[src/rtl/onfi_op_scheduler.sv]
// Round-robin arbiter that runs one NAND operation at a time on the shared ONFI engine.
// After the bus phase it polls status (0x70) until RDY, a FAIL result or the poll limit.
`timescale 1ns/1ps
module onfi_op_scheduler #(
  parameter int unsigned NUM_REQ   = 4,
  parameter int unsigned POLL_GAP  = 16,
  parameter int unsigned MAX_POLLS = 1024
) (
  input  logic                   onfi_clk,
  input  logic                   rst_n,
  input  logic [NUM_REQ-1:0]     req,
  input  logic [NUM_REQ*8-1:0]   req_cmd,
  input  logic [NUM_REQ*32-1:0]  req_addr,
  output logic [NUM_REQ-1:0]     gnt,
  output logic [NUM_REQ-1:0]     done,
  output logic                   fail,
  output logic                   timeout,
  output logic [7:0]             status,
  output logic                   onfi_cen,
  output logic                   eng_start,
  output logic [7:0]             eng_cmd,
  output logic [31:0]            eng_addr,
  input  logic                   eng_done,
  output logic                   st_start,
  input  logic                   st_done,
  input  logic [7:0]             st_data
);

  localparam int unsigned IDX_W = $clog2(NUM_REQ);
  localparam int unsigned PW    = $clog2(MAX_POLLS + 1);
  localparam int unsigned GW    = $clog2(POLL_GAP + 1);

  typedef enum logic [3:0] {
    S_IDLE, S_ARB, S_ISSUE, S_WAIT_ENG, S_GAP, S_POLL, S_WAIT_ST, S_EVAL, S_FIN
  } state_t;

  state_t             r_state;
  logic [IDX_W-1:0]   r_ptr;
  logic [IDX_W-1:0]   r_idx;
  logic [NUM_REQ-1:0] r_gnt;
  logic [NUM_REQ-1:0] r_done;
  logic               r_fail;
  logic               r_timeout;
  logic [7:0]         r_status;
  logic               r_cen;
  logic               r_eng_start;
  logic [7:0]         r_eng_cmd;
  logic [31:0]        r_eng_addr;
  logic               r_st_start;
  logic [PW-1:0]      r_polls;
  logic [GW-1:0]      r_gap;

  logic               w_sel_valid;
  logic [IDX_W-1:0]   w_sel_idx;
  logic [IDX_W-1:0]   w_cand;

  // First requester found scanning upward from the one after the last grant.
  always_comb begin
    w_sel_valid = 1'b0;
    w_sel_idx   = '0;
    w_cand      = '0;
    for (int unsigned k = 0; k < NUM_REQ; k++) begin
      w_cand = IDX_W'((32'(r_ptr) + 32'(1) + k) % NUM_REQ);
      if (!w_sel_valid && req[w_cand]) begin
        w_sel_valid = 1'b1;
        w_sel_idx   = w_cand;
      end
    end
  end

  always_ff @(posedge onfi_clk or negedge rst_n) begin
    if (!rst_n) begin
      r_state     <= S_IDLE;
      r_ptr       <= IDX_W'(NUM_REQ - 1);
      r_idx       <= '0;
      r_gnt       <= '0;
      r_done      <= '0;
      r_fail      <= 1'b0;
      r_timeout   <= 1'b0;
      r_status    <= '0;
      r_cen       <= 1'b1;
      r_eng_start <= 1'b0;
      r_eng_cmd   <= '0;
      r_eng_addr  <= '0;
      r_st_start  <= 1'b0;
      r_polls     <= '0;
      r_gap       <= '0;
    end else begin
      r_eng_start <= 1'b0;
      r_st_start  <= 1'b0;
      case (r_state)
        S_IDLE: begin
          if (|req) r_state <= S_ARB;
        end
        S_ARB: begin
          if (w_sel_valid) begin
            r_idx              <= w_sel_idx;
            r_ptr              <= w_sel_idx;
            r_gnt              <= '0;
            r_gnt[w_sel_idx]   <= 1'b1;
            r_cen              <= 1'b0;
            r_eng_cmd          <= req_cmd[8*w_sel_idx +: 8];
            r_eng_addr         <= req_addr[32*w_sel_idx +: 32];
            r_state            <= S_ISSUE;
          end else begin
            r_state <= S_IDLE;
          end
        end
        S_ISSUE: begin
          r_eng_start <= 1'b1;
          r_state     <= S_WAIT_ENG;
        end
        S_WAIT_ENG: begin
          if (eng_done) begin
            r_polls <= '0;
            r_gap   <= '0;
            r_state <= S_GAP;
          end
        end
        S_GAP: begin
          if (r_gap != GW'(POLL_GAP)) r_gap <= r_gap + GW'(1);
          if (r_gap + GW'(1) == GW'(POLL_GAP)) r_state <= S_POLL;
        end
        S_POLL: begin
          r_st_start <= 1'b1;
          if (r_polls != PW'(MAX_POLLS)) r_polls <= r_polls + PW'(1);
          r_state    <= S_WAIT_ST;
        end
        S_WAIT_ST: begin
          if (st_done) begin
            r_status <= st_data;
            r_state  <= S_EVAL;
          end
        end
        S_EVAL: begin
          if (r_status[6] || (r_polls == PW'(MAX_POLLS))) begin
            // Outputs of the done cycle are registered here so they appear with FIN.
            r_fail        <= r_status[6] & r_status[0];
            r_timeout     <= ~r_status[6];
            r_done        <= '0;
            r_done[r_idx] <= 1'b1;
            r_gnt         <= '0;
            r_cen         <= 1'b1;
            r_state       <= S_FIN;
          end else begin
            r_gap   <= '0;
            r_state <= S_GAP;
          end
        end
        S_FIN: begin
          r_done    <= '0;
          r_fail    <= 1'b0;
          r_timeout <= 1'b0;
          r_state   <= S_IDLE;
        end
        default: r_state <= S_IDLE;
      endcase
    end
  end

  assign gnt       = r_gnt;
  assign done      = r_done;
  assign fail      = r_fail;
  assign timeout   = r_timeout;
  assign status    = r_status;
  assign onfi_cen  = r_cen;
  assign eng_start = r_eng_start;
  assign eng_cmd   = r_eng_cmd;
  assign eng_addr  = r_eng_addr;
  assign st_start  = r_st_start;

endmodule

[config.mk]
export PLATFORM = sky130hd
export DESIGN_NAME = onfi_op_scheduler
export DESIGN_NICKNAME = d
export VERILOG_FILES = /design/src/rtl/onfi_op_scheduler.sv
export SDC_FILE = /design/constraint.sdc
export NUM_CORES = 1
export LEC_CHECK = 0
export CORE_MARGIN = 5
export CORE_UTILIZATION = 37
export DETAILED_ROUTE_END_ITERATION = 10
export PLACE_DENSITY = 0.88
export SETUP_SLACK_MARGIN = 0.2
export SLEW_MARGIN = 40
export SYNTH_ARGS = -nofsm -noshare
export SYNTH_HDL_FRONTEND = slang
export SYNTH_SLANG_ARGS = --single-unit
[constraint.sdc]
create_clock -name onfi_clk -period 2 [get_ports onfi_clk]
set_input_delay 0.3 -clock onfi_clk [delete_from_list [all_inputs] [get_ports onfi_clk]]
set_output_delay 0.3 -clock onfi_clk [all_outputs]
set_load 0.03 [all_outputs]
; ---- Yosys cells after proc, flatten, opt, wreduce, memory -nomap -nowiden
; Cells that the tools add are included.
[classes]
n_addsub = 6
n_mul = 0
div_mod_pow = 0
magnitude_cmp = 8
n_eq_ne = 21
shift = 2
muxes = 48
bitwise_logic = 2
n_reduce_logical = 22
[ops]
columns = cell, n
row1 = variable part select 128 x 8 -> 32 bit, 1
row2 = two-way mux 4 bit, 8
row3 = one-hot mux 4 bit (8 select lines), 1
row4 = variable part select 32 x 6 -> 8 bit, 1
row5 = two-way mux 11 bit, 2
row6 = one-hot mux 11 bit (2 select lines), 1
row7 = less-than comparator 2 x 3 -> 1 bit (second input constant), 6
row8 = inequality test 2 bit (second input constant), 9
row9 = == test 4 x 3 -> 1 bit (second input constant), 4
row10 = two-way mux 1 bit, 16
row11 = one-hot mux 4 bit (2 select lines), 2
row12 = two-way mux 5 bit, 3
row13 = one-hot mux 5 bit (3 select lines), 1
row14 = adder 11 x 1 -> 11 bit (second input constant), 1
row15 = == test 11 bit (second input constant), 1
row16 = inequality test 11 bit (second input constant), 1
row17 = two-way mux 2 bit, 5
row18 = binary-select mux 1 bit (select 2 bit), 4
row19 = == test 4 x 2 -> 1 bit (second input constant), 2
row20 = AND reduction 4 bit, 2
row21 = one-hot mux 1 bit (2 select lines), 3
row22 = AND reduction 2 bit, 3
row23 = AND reduction 3 bit, 2
row24 = nonzero test 2 bit, 3
row25 = other kinds (17), 27
[totals]
reg_bits = 85
latchBits = 0
ramBits = 0
mem_bits_ro = 0
out_inout_bits = 61
n_memories = 0

; ---- Longest topological paths before layout
; Gate-level depths: netlist of run 1.
[depth]
word_depth = 19
mapped_depth = 8
mapped_depth_nobuf = 7

; ---- Worst setup path after synthesis of run 1
; OpenSTA, ideal clock, no wires.
[synth_timing]
path_kind = reg2reg
startpoint = register r_ptr[0]
endpoint = register r_eng_addr[31] (netlist: eng_addr[31])
t_arrival_ps = 1766
path_slack_ps = 157
path_stages_with_launch = 8
path_cell_list = dfstp_2 buf_4 nor2b_1 a2111o_1 buf_4 nor4_2 a31oi_1 a21oi_1
[synth_via]
elab_chain_len = 14
[synth_rtl]
columns = element, line
row1 = start: declaration, 38  ; logic [IDX_W-1:0] r_ptr;
row2 = start signal: assignment, 74  ; r_ptr <= IDX_W'(NUM_REQ - 1);
row3 = start signal: assignment, 98  ; r_ptr <= w_sel_idx;
row4 = adder 2 x 1 -> 2 bit *, 63  ; w_cand = IDX_W'((32'(r_ptr) + 32'(1) + k) % NUM_REQ);
row5 = branches (longest 13 deep; another with adder 2 x 1 -> 2 bit), --
row6 = end signal: assignment, 103  ; r_eng_addr <= req_addr[32*w_sel_idx +: 32];
row7 = end: declaration, 48  ; logic [31:0] r_eng_addr;
; Every way passes the cells marked *. The select of a mux whose other input is x is not followed.
; A chain may end at the register's enable or synchronous reset.

; ---- Worst setup path after layout of run 1
[layout_timing]
startpoint = register r_ptr[1]
endpoint = register r_eng_addr[6] (netlist: eng_addr[6])
; Same word-level chain as after synthesis.

==> summary.txt, run 1 <==
Detailed routing
  • Wire length per cell: approximately 21 um
  • Via density per instance: 5.79
  • WL final: between 20000 and 25000 um
  • Detailed Route Iter0 Violations: 490
  • DR DRC count: 0
  • Via count: 5977
  • ANT nets after route: 0
  • Drt pass-1 iters: 5

Worst setup path
  • Worst r2r src: r_ptr[1]
  • CP endpoint: eng_addr[6]
  • Worst setup EP type: flip-flop
  • Cell chain of the critical path: nand2_2, a2111o_2, buf_6, nor4_2, a31oi_1, a21oi_1
  • Critical Path Source Type: flip-flop
  • Crit Path Class: reg2reg
  • CP Depth: 6
  • Origin of the worst setup path: r_ptr[1]
  • RR Endpoint: eng_addr[6]
  • FF-to-FF setup slack: -50 ps
  • CP Max Fanout: 8
  • Slowest stage cell on the critical path: dfstp_2
  • Critical path's top delay family: compound AO/OA/AOI/OAI gates
  • Worst Path Arrival: approximately 2300 ps
  • Max stage delay on crit path: around 590 ps
  • CP Buf/Inv Count: 1
  • CP required: around 2300 ps
  • R2R cell count: 6

Cells and area
  • Final non-filler cell total: 1033
  • Share of layout cells above drive strength 1: 23.0%
  • Synth-to-layout area growth: 86.2%
  • Final core occ: 69.9%
  • Antenna Cells: 0
  • Post-layout nets: around 1.0k

STA
  • Skew final: 9.13 ps
  • Final worst setup slack: -45.9 ps
  • RSZ-0062 raised after global routing: true
  • Fmax: 489 MHz
  • Final Hold Viols: 0
  • Min cycle time layout: 2050 ps
  • Max Slew Vio Count: 0
  • Worst Tran Pin Value: 488 ps
  • Rel. slew slack: 67.4%
  • Final critical-path share of the clock period: 102%
  • # setup viols final: 4

Die
  • Die width: 126 um
  • Row count: 42
  • Die footprint: 0.0158 mm2
  • Initial Util: 37.6%
  • Core area: 0.0131 mm2
  • Die Height: 126 um
  • Ports: 237

Clock tree
  • Htree depth: 3
  • CTS root buf: clkbuf_16
  • CTS Sinks: 85
  • Max Root-Sink Buffers: 2
  • Clk_lat worst skew: 350 ps
  • Worst-path clk slew: 70 ps
  • CTS tree: done
  • TritonCTS Buffers: 9

Power and ir drop
  • VDD IR max: 0.681 mV
  • Pwr Density: 1440 mW/mm2
  • Total design power: roughly 0.013 W
  • Static Leakage: about 3.8 nW

Worst hold path
  • Min-delay worst type: in2async

Logic synthesis
  • Ranking of synthesized cells by area: dfrtp_1 (42%), a221oi_1 (7.1%), a21oi_1 (5.5%), a31oi_1 (5.4%), nor2_1 (4.7%)
  • Post-synth EDFFs: 0
  • Ys async rst share: between 90% and 100%
  • Synth cell count leaders: dfrtp_1 (82), nor2_1 (62), a21oi_1 (54), a31oi_1 (43)
  • Area share of the largest cell type after synthesis: 41.6%
  • Syn. warnings: 0
  • Post-synthesis sequential area ratio: 43.2%
  • Yosys cell types: 56
  • Top FF cell, synth: dfrtp_1
  • Most frequent cell after synthesis: dfrtp_1
  • Syn_area_per_cell: 8.81 um2
  • Area leader, netlist: dfrtp_1
  • Yosys reg bits: 85
  • Post-Syn Area: 0.00494 mm2
  • Synthesized instance count: 560
  • Syn nets: between 700 and 800

Global route
  • Largest net degree at the start of global routing: 35
  • Initial antenna violation count: 0
  • Grt ovf: 0
  • First-pass GRT wire length: 32200 um
  • Gr usage total: 25.6%
  • Vias in the first global route: about 6.1k

Place
  • HPWL Detailed: 14200 um
  • Port-buffer cells: about 240
  • Placement Setup Slack: -355 ps
  • Final Wtd Congestion: around 0.9
  • Inst Count DP: 988

Status
  • Outcome: finished, violations left
  • Failing checks: negative setup slack

Run
  • MaxCap Viol Count: 0
-- final cells by class --
type / count / area [um2]
clock inverters: 3 / 67.6
repair buffers: 330 / 3420
multi-input cells: 386 / 2940
flip-flops and latches: 85 / 2130
fillers: 935 / 3950
inverters: 40 / 150
clock buffers: 13 / 260
well taps: 176 / 220
-- cells by family after synthesis --
kind of cell | share of synthesized area (%)
AND/OR/NAND/NOR | 19.9
AO/OA/AOI/OAI | 23.9
buffers and inverters | 8.01
flip-flops | 43.2
multiplexers | 2.46
XOR/XNOR | 1.60
adder cells (fa/ha/maj) | 1.01
-- per-layer routing --
| metal | wire, um | track usage [%] |
|---|---|---|
| met2 | 11200 | 45.2 |
| met4 | 888 | 12.7 |
| met5 | 0 | 0 |
| met3 | 1650 | 5.25 |
| met1 | 8060 | 29.4 |
-- registers in the layout, summed over array words and instances, names as in the netlist --
name and count:
done 4, eng_addr 32, eng_cmd 8, eng_start 1
fail 1, gnt 4, onfi_cen 1, r_gap 5
r_idx 2, r_polls 11, r_ptr 2, r_state 4
st_start 1, status 8, timeout 1
-- worst min-delay path by stage --
stage,start,endpoint,slack [ps],cells after the start
final,rst_n,r_polls[5],400,2
after CTS,rst_n,r_polls[5],400,2
after global placement,rst_n,status[2],230,1
after floorplan,rst_n,done[0],4,0
after detailed placement,rst_n,status[7],240,1
after global routing,rst_n,r_gap[4],450,2
-- through the flow --
| step | hold WS [ps] | TNS [ps] | area (um2) |
|---|---|---|---|
| after floorplan | 4.41 | 0 | 5010 |
| after global placement | 235 | -12950 | 8040 |
| after detailed placement | 239 | -14760 | 8040 |
| after CTS | 404 | 0 | 8880 |
| after global routing | 447 | -2320 | 9190 |
| final | 402 | -117 | 9190 |
-- power by group --
part	switching (W)	leakage [nW]	internal (W)
clock	0.000709	0.156	0.00116
sequential	0.000558	1.02	0.00249
combinational	0.00449	2.59	0.00383
total	0.00576	3.77	0.00749
-- layout by cell type (no fill, tap or decap), types with 11 or more instances in the layout --
| cell type | netlist | routed |
|---|---|---|
| a21oi_1 | 54 | 51 |
| a221oi_1 | 40 | 34 |
| a31oi_1 | 43 | 38 |
| buf_12 | 0 | 13 |
| buf_4 | 4 | 63 |
| buf_6 | 3 | 11 |
| clkdlybuf4s50_1 | 0 | 229 |
| dfrtp_1 | 82 | 80 |
| inv_1 | 40 | 38 |
| nand2_1 | 28 | 26 |
| nor2_1 | 62 | 60 |
| nor4_2 | 2 | 17 |
| o21ai_1 | 15 | 16 |
-- what timing repair did --
item                                   4_1_cts  5_1_grt
pin swaps                                   20       17
resized for setup                           56       44
gates cloned                                 7        2
hold buffers                                 1        0
endpoints found under the hold margin       25        0
buffers inserted                            14        5
setup endpoints to repair                   70       67
Power figures use the tool's default switching activity.
==> inputs of run 2 (changes only) <==
--- a/config.mk
+++ b/config.mk
@@ -5,8 +5,8 @@
 export SDC_FILE = /design/constraint.sdc
 export NUM_CORES = 1
 export LEC_CHECK = 0
-export CORE_MARGIN = 5
 export CORE_UTILIZATION = 37
+export CTS_CLUSTER_DIAMETER = 120
 export DETAILED_ROUTE_END_ITERATION = 10
 export PLACE_DENSITY = 0.88
 export SETUP_SLACK_MARGIN = 0.2
==> summary.txt, run 2 (synthesis results as in run 1) <==
Clock tree
  • Htree depth: 3 (unchanged)
  • CTS tree: done
  • Clk_lat worst skew: 340 ps (about the same)
  • Max Root-Sink Buffers: 2 (unchanged)
  • CTS root buf: clkbuf_16
  • Worst-path clk slew: 70 ps (about the same)
  • CTS Sinks: 85 (unchanged)
  • TritonCTS Buffers: 9 (unchanged)

Detailed routing
  • Detailed Route Iter0 Violations: 612 (+25%)
  • Wire length per cell: 19.2 um (-9.1%)
  • Via count: 5756 (-3.7%)
  • ANT nets after route: 0 (unchanged)
  • DR DRC count: 0 (unchanged)
  • WL final: 19300 um (-12%)
  • Via density per instance: 5.74 (-0.72%)
  • Drt pass-1 iters: 7 (+2)

Cells and area
  • Filler instances: 977 (+4.5%)
  • Reg area: 0.00213 mm2 (about the same)
  • Multi-input logic area: 0.00279 mm2 (-5.1%)
  • Most frequent cells in the layout: clkdlybuf4s50_1 (230), dfrtp_1 (81), nor2_1 (58), a21oi_1 (53), buf_4 (44)
  • Max reg flops: 32 (unchanged)
  • Synth-to-layout area growth: 75.4%
  • Commonest non-fill, non-tap cell in the layout: clkdlybuf4s50_1
  • Share of layout cells above drive strength 1: 19.9% (-3.1 points)
  • Final non-filler cell total: 1002 (-3.0%)
  • Antenna Cells: 0 (unchanged)
  • Post-layout nets: 1005 (-2.6%)

STA
  • Worst Tran Pin Value: 388 ps (-99.9 ps)
  • Rel. slew slack: 74.0% (+6.6 points)
  • Final Hold Viols: 0 (unchanged)
  • Fmax: 513 MHz (+4.9%)
  • Min cycle time layout: 1950 ps (-96.4 ps)
  • # setup viols final: 0 (-4)
  • Skew final: 10.7 ps (+1.58 ps)
  • Final critical-path share of the clock period: 97.5% (-4.8 points)
  • RSZ-0062 raised after global routing: true
  • Max Slew Vio Count: 0 (unchanged)
  • Final worst setup slack: 50.5 ps (+96.4 ps)

Power and ir drop
  • Pwr Density: 1390 mW/mm2 (-3.4%)
  • VDD IR max: 0.666 mV (-2.2%)
  • Static Leakage: 3.52 nW (-6.7%)

Place
  • Port-buffer cells: 236 (unchanged)
  • Placement Setup Slack: -316 ps (+39.3 ps)
  • Inst Count DP: 971 (-1.7%)
  • Final Wtd Congestion: 0.827 (-5.8%)
  • HPWL Detailed: 13200 um (-7.0%)

Die
  • Die Height: 118 um (-6.4%)
  • Die footprint: 0.0138 mm2 (-12%)
  • Die width: 118 um (-6.4%)
  • Core area: 0.0128 mm2 (-2.4%)
  • Initial Util: 38.5% (+0.92 points)
  • Ports: 237 (unchanged)
  • Row count: 41 (-2.4%)

Global route
  • Gr usage total: 27.5% (+1.8 points)
  • First-pass GRT wire length: 30200 um (-6.3%)
  • Grt ovf: 0 (unchanged)
  • Initial antenna violation count: 0 (unchanged)
  • Vias in the first global route: 5763 (-5.8%)
  • Largest net degree at the start of global routing: 42 (+20%)

Worst setup path
  • RR Endpoint: done[1]
  • FF-to-FF setup slack: 50 ps (+100 ps)
  • Worst setup EP type: flip-flop
  • Slowest stage cell on the critical path: dfrtp_1
  • CP required: 2260 ps (about the same)
  • CP Max Fanout: 7 (-1)
  • Max stage delay on crit path: 380 ps (-210 ps)
  • Crit Path Class: reg2reg
  • Worst r2r src: r_polls[1]
  • Critical Path Source Type: flip-flop
  • Cell chain of the critical path: inv_1, ha_2, nor4b_4, a31oi_2, nor4_2, buf_4, buf_6, nand3b_1, o21ai_1
  • Worst Path Arrival: 2210 ps (-110 ps)
  • R2R cell count: 9 (+3)

Status
  • Outcome: completed

Worst hold path
  • Min-delay worst type: in2async

Run
  • MaxCap Viol Count: 0 (unchanged)
[run 2: cell types whose count changed in the layout (fill, tap and decap cells not counted), moves of 6 or more]
cell      change
buf_4        -19
o21ai_1      -10
o21ai_2      +10
a221oi_1      +6
a221oi_2      -6
nor4_4        -6
[run 2: final cells by class]
cell class	instances	area share (%)
Multi-Input combinational cell	386	32.2
Clock buffer	11	2.80
Tap cell	172	2.49
Sequential cell	85	24.6
Clock inverter	5	0.419
Timing Repair Buffer	303	35.7
Inverter	40	1.73
[run 2: per-layer routing]
layer  share of wire (%)  track usage [%]  vias to the layer above  routed length, um
li1                    -                -                     2623                  -
met1                  40             34.8                     2784               7630
met2                  51             46.7                      303               9730
met3                 7.3             6.10                       46               1410
met4                 2.5             8.33                        0                478
met5                   0                0                        -                  0
[run 2: critical path: cells and delay by family (launching register included)]
family          cells  cell delay (ps)
simple gates        3              650
fa+ha+maj           1              160
compound gates      2              240
flops               1              380
buf+inv             3              440
[run 2: worst max path at each step]
stage / cells after the start / slack, ps / endpoint / from
2_1_floorplan: 7 / 190 / eng_cmd[7] / r_ptr[0]
3_3_place_gp: 8 / -270 / eng_addr[1] / req[3]
3_5_place_dp: 8 / -320 / eng_addr[1] / req[3]
4_1_cts: 8 / 90 / eng_addr[22] / r_ptr[1]
5_1_grt: 7 / -60 / eng_cmd[6] / r_ptr[1]
6_report: 9 / 50 / done[1] / r_polls[1]
[run 2: power breakdown]
group          leakage [nW]  switching (W)  internal [W]
Combinational          2.37        0.00414       0.00328
Sequential             1.02       0.000592       0.00249
Clock                 0.128       0.000694      0.000876
[run 2: repair_timing]
item | in CTS | in global routing
gates resized for setup | 35 | 41
gates cloned | 3 | 1
hold endpoints to repair | 12 | 0
pin swaps | 1 | 17
endpoints found under the setup margin | 70 | 61
buffers inserted | 6 | 4
hold buffers | 1 | 0
[run 2: metrics by stage]
step	hold slack (ps)	power (W)	util, %	cell area, um2	setup TNS [ps]
floorplan	4.41	0.00681	-	5010	0
global placement	188	0.00962	61.8	7920	-10270
detailed placement	192	0.00981	61.8	7920	-12030
global route	400	0.0128	67.5	8660	-643
CTS	374	0.0118	66.0	8460	0
finish	380	0.0121	67.5	8660	0
